File: src/rtl/hsv_pkg.sv
// Shared color-detect definitions: function/format codes and the channel expansion helper.
package hsv_pkg;

    localparam logic [1:0] FN_NONE  = 2'd0;
    localparam logic [1:0] FN_RED   = 2'd1;
    localparam logic [1:0] FN_GREEN = 2'd2;
    localparam logic [1:0] FN_BLUE  = 2'd3;

    localparam int FMT_RGB565 = 0;
    localparam int FMT_RGB888 = 1;

    localparam int EXP_W = 32;

    // Left-align an fw-bit field into cw bits, zero-padding the LSBs; requires cw >= fw.
    function automatic logic [EXP_W-1:0] expand_ch(input logic [7:0] field, input int fw, input int cw);
        logic [EXP_W-1:0] f;
        f = EXP_W'(field) & ((EXP_W'(1) << fw) - EXP_W'(1));
        return f << (cw - fw);
    endfunction

endpackage

File: src/rtl/hsv_minmax.sv
// Combinational max/min and dominant-channel select with red > green > blue tie-break.
module hsv_minmax
    import hsv_pkg::*;
#(
    parameter int CW = 8
) (
    input  logic [CW-1:0] r,
    input  logic [CW-1:0] g,
    input  logic [CW-1:0] b,
    output logic [CW-1:0] max_val,
    output logic [CW-1:0] min_val,
    output logic [1:0]    fn
);

    always_comb begin
        fn      = FN_BLUE;
        max_val = b;
        if (r >= g && r >= b) begin
            fn      = FN_RED;
            max_val = r;
        end else if (g >= r && g >= b) begin
            fn      = FN_GREEN;
            max_val = g;
        end
    end

    always_comb begin
        min_val = r;
        if (g < min_val) min_val = g;
        if (b < min_val) min_val = b;
    end

endmodule

File: src/rtl/hsv_prep.sv
// RGB565/RGB888 to HSV divider front end: two-stage back-pressurable pipeline.
// Optional saturation outputs are built when HSV_PREP_SAT_EN is defined.
module hsv_prep
    import hsv_pkg::*;
#(
    parameter int CW     = 8,
    parameter int FMT    = 0,
    parameter int USER_W = 1
) (
    input  logic              i_clk,
    input  logic              i_rstn,
    input  logic [23:0]       i_data,
    input  logic [USER_W-1:0] i_user,
    input  logic              i_valid,
    output logic              o_ready,
    output logic [CW:0]       o_dividend,
    output logic [CW:0]       o_divisor,
    output logic [CW-1:0]     o_value,
    output logic [1:0]        o_function,
    output logic              o_gray,
    output logic [USER_W-1:0] o_user,
    output logic              o_valid,
`ifdef HSV_PREP_SAT_EN
    output logic [CW-1:0]     o_sat_num,
    output logic [CW-1:0]     o_sat_den,
`endif
    input  logic              i_ready
);

    logic [CW-1:0] r_x, g_x, b_x;
    logic [CW-1:0] mm_max, mm_min;
    logic [1:0]    mm_fn;

    generate
        if (FMT == FMT_RGB888) begin : g_888
            assign r_x = CW'(expand_ch(i_data[23:16], 8, CW));
            assign g_x = CW'(expand_ch(i_data[15:8],  8, CW));
            assign b_x = CW'(expand_ch(i_data[7:0],   8, CW));
        end else begin : g_565
            logic unused_hi;
            assign unused_hi = ^i_data[23:16];
            assign r_x = CW'(expand_ch({3'b000, i_data[15:11]}, 5, CW));
            assign g_x = CW'(expand_ch({2'b00,  i_data[10:5]},  6, CW));
            assign b_x = CW'(expand_ch({3'b000, i_data[4:0]},   5, CW));
        end
    endgenerate

    hsv_minmax #(.CW(CW)) u_minmax (
        .r       (r_x),
        .g       (g_x),
        .b       (b_x),
        .max_val (mm_max),
        .min_val (mm_min),
        .fn      (mm_fn)
    );

    logic              s1_valid;
    logic [CW-1:0]     s1_r, s1_g, s1_b, s1_max, s1_min;
    logic [1:0]        s1_fn;
    logic [USER_W-1:0] s1_user;

    logic              s2_valid;
    logic [CW:0]       s2_dividend, s2_divisor;
    logic [CW-1:0]     s2_value;
    logic [1:0]        s2_fn;
    logic              s2_gray;
    logic [USER_W-1:0] s2_user;

    logic adv1, adv2;

    assign adv2    = !s2_valid || i_ready;
    assign adv1    = !s1_valid || adv2;
    assign o_ready = adv1 && i_rstn;

    // Zero-extend before subtracting so the dividend never overflows.
    logic [CW:0] r_e, g_e, b_e, dividend_c;
    assign r_e = {1'b0, s1_r};
    assign g_e = {1'b0, s1_g};
    assign b_e = {1'b0, s1_b};

    always_comb begin
        dividend_c = g_e - b_e;
        case (s1_fn)
            FN_GREEN: dividend_c = b_e - r_e;
            FN_BLUE:  dividend_c = r_e - g_e;
            default:  dividend_c = g_e - b_e;
        endcase
    end

`ifdef HSV_PREP_SAT_EN
    logic [CW-1:0] s2_sat_num, s2_sat_den;
`endif

    always_ff @(posedge i_clk) begin
        if (!i_rstn) begin
            s1_valid    <= 1'b0;
            s1_r        <= '0;
            s1_g        <= '0;
            s1_b        <= '0;
            s1_max      <= '0;
            s1_min      <= '0;
            s1_fn       <= FN_NONE;
            s1_user     <= '0;
            s2_valid    <= 1'b0;
            s2_dividend <= '0;
            s2_divisor  <= '0;
            s2_value    <= '0;
            s2_fn       <= FN_NONE;
            s2_gray     <= 1'b0;
            s2_user     <= '0;
`ifdef HSV_PREP_SAT_EN
            s2_sat_num  <= '0;
            s2_sat_den  <= '0;
`endif
        end else begin
            if (adv1) begin
                s1_valid <= i_valid;
                if (i_valid) begin
                    s1_r    <= r_x;
                    s1_g    <= g_x;
                    s1_b    <= b_x;
                    s1_max  <= mm_max;
                    s1_min  <= mm_min;
                    s1_fn   <= mm_fn;
                    s1_user <= i_user;
                end
            end
            if (adv2) begin
                s2_valid <= s1_valid;
                if (s1_valid) begin
                    s2_dividend <= dividend_c;
                    s2_divisor  <= {1'b0, s1_max - s1_min};
                    s2_value    <= s1_max;
                    s2_fn       <= s1_fn;
                    s2_gray     <= (s1_max == s1_min);
                    s2_user     <= s1_user;
`ifdef HSV_PREP_SAT_EN
                    s2_sat_num  <= s1_max - s1_min;
                    s2_sat_den  <= s1_max;
`endif
                end
            end
        end
    end

    assign o_valid    = s2_valid;
    assign o_dividend = s2_dividend;
    assign o_divisor  = s2_divisor;
    assign o_value    = s2_value;
    assign o_function = s2_fn;
    assign o_gray     = s2_gray;
    assign o_user     = s2_user;
`ifdef HSV_PREP_SAT_EN
    assign o_sat_num  = s2_sat_num;
    assign o_sat_den  = s2_sat_den;
`endif

endmodule

File: config.mk
export PLATFORM = sky130hd
export DESIGN_NAME = hsv_prep
export DESIGN_NICKNAME = d
export VERILOG_FILES = /design/src/rtl/hsv_pkg.sv /design/src/rtl/hsv_minmax.sv /design/src/rtl/hsv_prep.sv
export SDC_FILE = /design/constraint.sdc
export NUM_CORES = 1
export LEC_CHECK = 0
export CAP_MARGIN = 10
export CORE_MARGIN = 5
export CORE_UTILIZATION = 54
export CTS_CLUSTER_SIZE = 16
export DETAILED_ROUTE_END_ITERATION = 10
export PLACE_DENSITY = 0.87
export SLEW_MARGIN = 20
export SYNTH_ARGS = -nofsm -noshare
export SYNTH_HDL_FRONTEND = slang
export SYNTH_SLANG_ARGS = --single-unit
File: constraint.sdc
create_clock -name i_clk -period 4.5 [get_ports i_clk]
set_clock_uncertainty 0.2 [all_clocks]
set_input_delay 1.35 -clock i_clk [delete_from_list [all_inputs] [get_ports i_clk]]
set_output_delay 1.35 -clock i_clk [all_outputs]
set_load 0.01 [all_outputs]
==> results.json <==
{
  "timing.hold.worst_path_depth": 2,
  "dp_slack_ns": -0.351,
  "io_buffer_count": 45,
  "crit_type": "in2reg",
  "synth-main-ff-cell": "sky130_fd_sc_hd__dfxtp_1",
  "worstReg2RegStart": "s1_g[3]$_SDFFE_PN0P_",
  "worst-path-max-fanout": 7,
  "layout.cells.non_filler": 583,
  "diodes": 0,
  "layout_cell_share_with_drive_strength_beyond_1": 0.127,
  "power_per_cell_area_nw_per_um2": 286,
  "grt_antenna_before_repair": 0,
  "detail_route.iter0.violations": 153,
  "clk_path_buf_depth": 2,
  "final_antenna_net_count": 0,
  "drt-vias-per-instance": 5.75,
  "rrSetupSlack_ns": 2.23,
  "cap_violations": 0,
  "crit_path_top_delay_cell": "sky130_fd_sc_hd__clkdlybuf4s50_1",
  "rr_endpoint": "o_dividend[7]$_SDFFE_PN0P_",
  "synthDominantCellAreaShare": 0.303,
  "cts_made_buffers": 5,
  "fp.dieArea_um2": 8600,
  "crit_arrival_ns": 4.45,
  "start_util": 0.550,
  "worst_ep_required_time_ns": 4.52,
  "grt_max_degree": 69,
  "clk_transition_reported_paths_ns": 0.10,
  "commonest_non_fill_non_tap_cells_in_the_layout": "73 x sky130_fd_sc_hd__nand2_1, 56 x sky130_fd_sc_hd__dfxtp_1, 39 x sky130_fd_sc_hd__clkdlybuf4s50_1, 36 x sky130_fd_sc_hd__ha_1",
  "final_util": 0.674,
  "clk_root_buffer_cell": "sky130_fd_sc_hd__clkbuf_8",
  "achievable-frequency_ghz": 0.225,
  "leakagePower_nw": 1.90,
  "postSynthAreaPerCell_um2": 8.32,
  "setup.worst_path.start_class": "input port",
  "cp_slowest_stage_delay_ns": 0.53,
  "post-route-period-util": 0.985,
  "weighted_congestion_at_the_end_of_routability_driven_global_placement": 0.893,
  "drt_pass1_iterations": 4,
  "clk-insertion-delay-late_ns": 0.31,
  "timing.max_slew.rel_slack": 0.365,
  "drc_errors": 0,
  "timing.hold.worst.class": "reg2reg",
  "cp_cell_sequence": "clkdlybuf4s50_1 -> ha_4 -> and4_4 -> and2_4 -> o21ai_4 -> buf_6 -> a21oi_2 -> ha_1 -> a21oi_2 -> o21ai_1 -> or3b_1 -> o21ai_2 -> buf_6 -> o31ai_1 -> and2_1",
  "core.rowCount": 30,
  "synth.cell_area_um2": 3690,
  "fp.coreArea_um2": 6720,
  "num_io_pins": 61,
  "async_flop_share": 0,
  "routed_wl_um": 8990,
  "grt_usage": 0.202,
  "final_setup_vio_count": 0,
  "cts_tree": "yes",
  "synth-edff-count": 0,
  "hpwlAfterDp_um": 6890,
  "end_kind": "flop",
  "result_of_the_run": "finished, final reports clean",
  "cp-endpoint": "s1_min[2]$_SDFFE_PN0P_",
  "die-height_um": 92.7,
  "numnets_final": 576,
  "layout.cells.most_common": "sky130_fd_sc_hd__nand2_1",
  "place_inst": 571,
  "synth_sequential_area_ratio": 0.303,
  "post_synth_num_cell_types": 55,
  "max_slew.worst_pin.slew_ns": 0.950,
  "wl_per_cell_um": 15.4,
  "ctsHtreeMaxLevel": 2,
  "die-width_um": 92.7,
  "globalRoute.totalOverflow": 0,
  "synth-seq-cells": 56,
  "global_route_wire_length_before_repair_um": 14400,
  "finalCriticalPeriod_ns": 4.43,
  "p_r_area_growth_vs_syn_pct": 22.6,
  "hold_viol_final": 0,
  "timing_max_transition_violations_final": 0,
  "post_synth_main_area_contributors": "sky130_fd_sc_hd__dfxtp_1 30%, sky130_fd_sc_hd__ha_1 14%, sky130_fd_sc_hd__nand2_1 7.4%",
  "worst_r2r_path_depth": 9,
  "clock_sinks": 56,
  "vias": 3350,
  "setup_slack_ns": 0.0653,
  "leading_area_contributor_after_synthesis": "sky130_fd_sc_hd__dfxtp_1",
  "netlist_instances": 444,
  "ir_drop_uv": 160,
  "worst_setup_path_startpoint": "i_data[13]",
  "first_global_vias": 3267,
  "synth.yosys.warnings": 0
}
-- logic make-up after synthesis --
family	Yosys count	share of synthesized area
buffers and inverters	66	0.0840
AOI/OAI and AO/OA	115	0.224
DFF	56	0.303
and+or+nand+nor	143	0.184
adders and majority gates	44	0.157
other	1	0.00101
xor gates and xnor gates	12	0.0284
muxes	7	0.0190
-- cell type report --
| type | count | area [um^2] |
|---|---|---|
| Multi-Input combinational cell | 328 | 2380 |
| Fill cell | 515 | 2190 |
| Sequential cell | 56 | 1120 |
| Timing Repair Buffer | 77 | 707 |
| Inverter | 35 | 131 |
| Tap cell | 80 | 100 |
| Clock buffer | 6 | 82.6 |
| Clock inverter | 1 | 8.76 |
-- state kept, by name, summed over array words and instances, names as in the netlist --
name	cells
s1_max	6
s1_r	5
s1_g	6
o_value	6
o_divisor	6
s1_b	5
o_valid	1
s1_user	1
s1_valid	1
s1_fn	2
o_user	1
o_dividend	7
o_gray	1
o_function	2
s1_min	6
-- what timing repair did --
action                     in CTS  in global routing
gates cloned                    1                  0
setup endpoints to repair       2                  6
setup buffers                   1                  3
hold endpoints to repair        0                  0
hold buffers                    0                  0
pin swaps                       1                  8
gates resized for setup         4                 22
-- where the power goes --
group          internal, mW  switching [mW]  leakage, nW  total [mW]
clock                 0.123           0.157       0.0473       0.280
sequential            0.532          0.0318        0.460       0.564
combinational         0.220           0.229         1.39       0.449
-- per-stage QoR --
stage               cell area [um^2]  hold WS, ns  TNS, ns  total power [mW]
global route                    4530        0.290   -0.291              1.37
global placement                4290        0.250    -1.15             0.964
detailed placement              4290        0.261    -2.02             0.988
finish                          4530        0.276        0              1.29
CTS                             4410        0.275        0              1.28
floorplan                       3720        0.241        0             0.850
-- worst max-delay path: cells and delay by family --
family                   cells  cell delay [ns]
AO/OA/AOI/OAI                6             0.82
adder cells (fa/ha/maj)      2             0.55
buffers and inverters        3             0.83
AND/OR/NAND/NOR              4             0.91
-- synthesized netlist by cell type, types with 2 or more instances --
master                       n
sky130_fd_sc_hd__nand2_1    73
sky130_fd_sc_hd__dfxtp_1    56
sky130_fd_sc_hd__ha_1       40
sky130_fd_sc_hd__inv_1      35
sky130_fd_sc_hd__a21boi_0   32
sky130_fd_sc_hd__nand3_1    20
sky130_fd_sc_hd__a21oi_1    19
sky130_fd_sc_hd__o21ai_0    13
sky130_fd_sc_hd__buf_2      11
sky130_fd_sc_hd__nor2_1     10
sky130_fd_sc_hd__clkbuf_1    9
sky130_fd_sc_hd__nand2b_1    9
sky130_fd_sc_hd__buf_4       8
sky130_fd_sc_hd__nand4_1     8
sky130_fd_sc_hd__nor2b_1     8
sky130_fd_sc_hd__a21o_1      7
sky130_fd_sc_hd__mux2i_1     7
sky130_fd_sc_hd__xnor2_1     7
sky130_fd_sc_hd__a31oi_1     5
sky130_fd_sc_hd__and2_1      5
sky130_fd_sc_hd__o221ai_1    5
sky130_fd_sc_hd__o311ai_1    5
sky130_fd_sc_hd__xor2_1      5
sky130_fd_sc_hd__fa_1        4
sky130_fd_sc_hd__o211a_1     4
sky130_fd_sc_hd__a211o_1     3
sky130_fd_sc_hd__o21a_1      3
sky130_fd_sc_hd__a211oi_1    2
sky130_fd_sc_hd__o2111ai_1   2
sky130_fd_sc_hd__o21ai_1     2
sky130_fd_sc_hd__o22ai_1     2
sky130_fd_sc_hd__o31ai_1     2
-- how the worst min path moves through the flow --
stage	to	start
final	o_value[3]$_SDFFE_PN0P_	o_value[3]$_SDFFE_PN0P_
after global routing	o_divisor[7]$_SDFFE_PN0P_	o_divisor[7]$_SDFFE_PN0P_
after CTS	s1_user$_SDFFE_PN0P_	s1_user$_SDFFE_PN0P_
after detailed placement	s1_user$_SDFFE_PN0P_	s1_user$_SDFFE_PN0P_
after global placement	o_dividend[2]$_SDFFE_PN0P_	o_dividend[2]$_SDFFE_PN0P_
after floorplan	o_user$_SDFFE_PN0P_	s1_user$_SDFFE_PN0P_
-- per-layer routing --
metal / wire [um] / share of wire / track usage / vias to the layer above
li1: - / - / - / 1636
met1: 3830 / 0.43 / 0.250 / 1589
met2: 4440 / 0.49 / 0.350 / 105
met3: 491 / 0.055 / 0.0357 / 20
met4: 225 / 0.025 / 0.0781 / 0
met5: 0 / 0 / 0 / -
(Power assumes the default switching activity.)
